## config.mk

```make
export PLATFORM = sky130hd
export DESIGN_NAME = pmod_logic_lab
export DESIGN_NICKNAME = d
export VERILOG_FILES = /design/src/rtl/pmod_lab_pkg.sv /design/src/rtl/pmod_logic_lab_input_cond.sv /design/src/rtl/pmod_logic_lab.sv
export SDC_FILE = /design/constraint.sdc
export NUM_CORES = 1
export LEC_CHECK = 0
export CORE_MARGIN = 4
export CORE_UTILIZATION = 41
export CTS_BUF_LIST = sky130_fd_sc_hd__clkbuf_8
export DETAILED_ROUTE_END_ITERATION = 12
export PLACE_DENSITY = 0.66
export SLEW_MARGIN = 40
export SYNTH_ARGS = -nofsm -noshare
export SYNTH_HDL_FRONTEND = slang
export SYNTH_SLANG_ARGS = --single-unit
```

## constraint.sdc

```tcl
create_clock -name clk -period 1.4 [get_ports clk]
set_clock_uncertainty 0.1 [all_clocks]
set_input_delay 0.42 -clock clk [delete_from_list [all_inputs] [get_ports clk]]
set_output_delay 0.42 -clock clk [all_outputs]
set_load 0.02 [all_outputs]
```

## src/rtl/pmod_lab_pkg.sv

```systemverilog
// Shared types and helpers for the PMOD logic lab.
// Debounce is enabled with PMOD_LAB_DEBOUNCE_EN.
package pmod_lab_pkg;

  localparam int MODE_W = 2;

  typedef enum logic [MODE_W-1:0] {
    LOGIC = 2'd0,
    PASS  = 2'd1,
    COUNT = 2'd2,
    SHIFT = 2'd3
  } mode_e;

  function automatic int db_cnt_w(input int cycles);
    return (cycles > 2) ? $clog2(cycles) : 1;
  endfunction

endpackage

```

## src/rtl/pmod_logic_lab_input_cond.sv

```systemverilog
// One input channel: 2-flop sync, optional debounce, rise pulse.
// Debounce counter exists only with PMOD_LAB_DEBOUNCE_EN.
module pmod_input_cond
  import pmod_lab_pkg::*;
#(
  parameter int DB_CYCLES = 12000
) (
  input  logic clk,
  input  logic rst_n,
  input  logic raw,
  output logic level,
  output logic rise
);

  logic s1;
  logic s2;
  logic level_d;

  if (DB_CYCLES < 2) begin : g_bad_db
    $error("pmod_input_cond: DB_CYCLES must be >= 2");
  end

  always_ff @(posedge clk or negedge rst_n) begin
    if (!rst_n) begin
      s1      <= 1'b0;
      s2      <= 1'b0;
      level_d <= 1'b0;
    end else begin
      s1      <= raw;
      s2      <= s1;
      level_d <= level;
    end
  end

`ifdef PMOD_LAB_DEBOUNCE_EN
  localparam int CW = db_cnt_w(DB_CYCLES);
  localparam logic [CW-1:0] LAST = CW'(DB_CYCLES - 1);

  logic [CW-1:0] cnt;

  // Flip only after DB_CYCLES consecutive mismatching samples.
  always_ff @(posedge clk or negedge rst_n) begin
    if (!rst_n) begin
      cnt   <= '0;
      level <= 1'b0;
    end else if (s2 == level) begin
      cnt <= '0;
    end else if (cnt == LAST) begin
      cnt   <= '0;
      level <= s2;
    end else begin
      cnt <= cnt + 1'b1;
    end
  end
`else
  assign level = s2;
`endif

  assign rise = level & ~level_d;

endmodule

```

## src/rtl/pmod_logic_lab.sv

```systemverilog
// PMOD inputs to LEDs via four button-selected modes.
// Debounce is enabled with PMOD_LAB_DEBOUNCE_EN.
module pmod_logic_lab
  import pmod_lab_pkg::*;
#(
  parameter int N_IN      = 4,
  parameter int DB_CYCLES = 12000
) (
  input  logic            clk,
  input  logic            rst_n,
  input  logic [N_IN-1:0] pmod_in,
  input  logic            mode_btn,
  output logic [N_IN:0]   led
);

  if (N_IN < 4 || N_IN > 8 || DB_CYCLES < 2) begin : g_bad
    $error("pmod_logic_lab: illegal parameters");
  end

  logic [N_IN:0]   raw;
  logic [N_IN:0]   lvl;
  logic [N_IN:0]   rise;
  logic [N_IN-1:0] d;
  logic            d0_rise;
  logic            mode_rise;
  logic            unused_rise;

  mode_e           mode;
  logic [N_IN:0]   cnt;
  logic [N_IN:0]   sh;
  logic [N_IN:0]   led_nxt;

  assign raw = {mode_btn, pmod_in};

  for (genvar i = 0; i <= N_IN; i++) begin : g_ch
    pmod_input_cond #(
      .DB_CYCLES(DB_CYCLES)
    ) u_cond (
      .clk  (clk),
      .rst_n(rst_n),
      .raw  (raw[i]),
      .level(lvl[i]),
      .rise (rise[i])
    );
  end

  assign d           = lvl[N_IN-1:0];
  assign d0_rise     = rise[0];
  assign mode_rise   = rise[N_IN];
  assign unused_rise = ^rise[N_IN-1:1];

  always_ff @(posedge clk or negedge rst_n) begin
    if (!rst_n) begin
      mode <= LOGIC;
      cnt  <= '0;
      sh   <= '0;
      led  <= '0;
    end else begin
      if (mode_rise) begin
        mode <= mode_e'(mode + 2'd1);
      end
      if (d0_rise) begin
        cnt <= cnt + 1'b1;
        sh  <= {sh[N_IN-1:0], d[1]};
      end
      led <= led_nxt;
    end
  end

  always_comb begin
    led_nxt = '0;
    unique case (mode)
      LOGIC: begin
        led_nxt[0]      = d[0] & d[1];
        led_nxt[1]      = d[0] | d[1];
        led_nxt[2]      = !(d[0] & !d[1]);
        led_nxt[3]      = (d[0] & d[1]) | !d[2];
        led_nxt[N_IN:4] = d[N_IN-1:3];
      end
      PASS:  led_nxt = {&d, d};
      COUNT: led_nxt = cnt;
      SHIFT: led_nxt = sh;
      default: led_nxt = '0;
    endcase
  end

endmodule

```

==> run summary <==
Register area share after synthesis: 65.54%
Sequential power share: 40.7%
Worst skew pair latency: 0.27 ns
Final Instance Count excl. Fillers: 144
Fin crit share: 108.2%
Congestion Overflow GR: 0
RePlAce Congestion: 0.7767
Clock buffer depth: 2
# DRC: 0
Pint: 2060 uW
Synth Flop Type: dfrtp_1
Synth area leaders: dfrtp_1 (66%), nand2_1 (7.5%), ha_1 (5.6%)
# port buffers: 11
CP Data Required Time: 1.45 ns
Syn Area/Cell: 12.58 um^2
Post-layout total power: 2998 uW
Worst slew margin: 77.03%
Comb pwr share: 35.0%
Switching Fraction: 31.29%
Dpl ws: -0.1087 ns
Final Setup Violations: 4
Io pins: 12
P_sw: 938.0 uW
Failing checks: setup timing
Min-Delay Path Class: reg -> reg
Routed wire per std cell: 12.33 um
Clock sink count: 29
Number of global-route vias before repair: 758
Final Instance Area: 1460 um^2
Final hold vios: 0
Worst path top cell family by delay: flip-flops
Cts bufs inserted: 5
WS Path Type: reg -> reg
Post-Synthesis Cells: 88
Pleak: 0.0006846 uW
Die width: 59.97 um
Cell count after placement: 133
Post-CTS Hold Buffers: 0
Max VDD drop: 1.218 mV
Dpl cell area: 1308 um^2
Largest net degree at the start of global routing: 30
Status: finished with violations
First-pass GRT wire length: 3.077 mm
Fraction of layout instances using a drive strength above 1: 31.58%
Critical path capture point type: flip-flop
Max-capacitance violation count: 0
Post-synth top area cell: dfrtp_1
Via count: 699
Yosys Warn Count: 0
DRT Pass-1 Iters: 5
Syn Nets: 100
F_max: 0.6601 GHz
Worst setup margin: -0.1149 ns
Unique masters post-synth: 22
Area of the multi-input gates: 402.9 um^2
Fill count: 215
Nets: 125
Unrepaired setup endpoints after global routing: yes
Core footprint: 2522 um^2
Area Overhead vs Synth: 31.86%
PD cells: 2053 nW/um^2
Register Area: 726.9 um^2
Die ar.: 3596 um^2
Slew Limit Fails: 0
Worst Tran Pin Value: 0.3446 ns
R2R Setup Slk: -0.11 ns
Initial antenna violation count: 0
Total track usage: 12.02%
Clock transition at path regs: 0.06 ns
Post-DP HPWL: 1.243 mm
Worst path max stage delay: 0.43 ns
CP cell instances: inv_2, ha_4, a222oi_1, nor2b_1, a31oi_1
ANT nets after route: 0
Top cells by count, synth: dfrtp_1 (29), nand2_1 (22), ha_1 (5), xnor2_1 (5)
Startpoint types: flip-flop
Async S/R FF share, synth: 100.0%
CP Buf/Inv Count: 1
Crit Path Max Fanout: 4
Crit-path slowest cell: dfrtp_1
Final min period: 1.515 ns
CTS tree: yes
Vias/cell: 4.854
Core Rows: 18
Setup TNS: -0.2082 ns
Clock power frac: 24.2%
Count leader, synth: dfrtp_1
Synth Register Bits: 29
Initial core utilization: 43.90%
Post-Route WL: 1.776 mm
N_diodes: 0
H-tree levels: 2
Clock root buffer master: clkbuf_8
Initial drt markers: 28
Mapped cell area: 1107 um^2
Area share of the largest cell type after synthesis: 65.54%
Die Ht: 59.97 um
Post-synth EDFFs: 0
CP arrival: 1.56 ns
area by class of cell:
cell class	instances	area share, %
timing repair buffer	21	12.60
sequential	29	49.79
clock buffer	7	6.598
clock inverter	1	0.3428
tap	30	2.571
inverter	2	0.5141
multi-input combinational	54	27.59
power by group through the flow:
stage | Sequential [uW] | Clock [uW] | Combinational [uW]
after floorplan | 1280 | 0 | 503
after global placement | 1210 | 0 | 883
after detailed placement | 1220 | 0 | 917
after CTS | 1220 | 753 | 890
after global routing | 1250 | 790 | 1160
final | 1220 | 727 | 1050
stage by stage:
| stage | hold WS, ns | util [%] |
|---|---|---|
| after detailed placement | 0.2372 | 51.84 |
| final | 0.2461 | 57.89 |
| after CTS | 0.2508 | 55.70 |
| after global placement | 0.2316 | 51.84 |
| after floorplan | 0.02441 | - |
| after global routing | 0.2540 | 57.89 |
logic make-up (layout without fill, tap and decap cells):
family / count (synthesis) / in the layout / synth area share [%]
DFF: 29 / 29 / 65.54
AOI/OAI and AO/OA: 11 / 11 / 7.458
xor gates and xnor gates: 5 / 5 / 3.955
and+or+nand+nor: 30 / 30 / 11.86
muxes: 3 / 3 / 2.938
adders and majority gates: 5 / 5 / 5.650
buffers and inverters: 5 / 31 / 2.599
worst reg2reg max path, cell delays in order (launching register included):
cell and delay (ns):
dfrtp_1 0.43, inv_2 0.08, ha_4 0.17, a222oi_1 0.36, nor2b_1 0.19, a31oi_1 0.06
per-layer routing:
metal / vias up / part of all wire (%) / GRT usage [%]
li1: 344 / - / -
met1: 337 / 43 / 12.59
met2: 16 / 50 / 20.52
met3: 2 / 6.7 / 5.832
met4: 0 / 0.73 / 4.747
met5: - / 0 / 0
worst paths after layout:
kind	to	from	depth (start not counted)
worst max-delay path	led[3]$_DFF_PN0_	mode[0]$_DFFE_PN0P_	5
worst min-delay path	g_ch[3].u_cond.level$_DFF_PN0_	g_ch[3].u_cond.s1$_DFF_PN0_	0
worst max register to register	led[3]$_DFF_PN0_	mode[0]$_DFFE_PN0P_	5
worst min register to register	g_ch[3].u_cond.level$_DFF_PN0_	g_ch[3].u_cond.s1$_DFF_PN0_	0
max in group asynchronous	mode[1]$_DFFE_PN0P_	rst_n	2
min in group asynchronous	g_ch[4].u_cond.s1$_DFF_PN0_	rst_n	2
sequential cells by signal, summed over array words and instances, names as in the netlist:
name,cells
cnt,5
g_ch.u_cond.level,5
g_ch.u_cond.level_d,2
g_ch.u_cond.s1,5
led,5
mode,2
sh,5
placed cells by master, fill, tap and decap left out, types with 2 or more instances in the layout:
cell             synthesis  layout
dfrtp_1                 29      28
nand2_1                 22      21
clkbuf_8                 0       7
clkdlybuf4s50_1          0       6
buf_4                    0       6
xnor2_1                  5       5
buf_2                    2       5
buf_6                    1       3
inv_2                    0       2
a222oi_1                 2       2
nor2b_1                  2       2
nand2b_1                 2       2
nand4_1                  2       2
ha_4                     0       2
ha_2                     0       2
what timing repair did:
action / in CTS / in global routing
buffers inserted: 0 / 3
gates resized for setup: 24 / 12
pin swaps: 1 / 3
endpoints found under the setup margin: 7 / 6
Power figures use the tool's default switching activity.
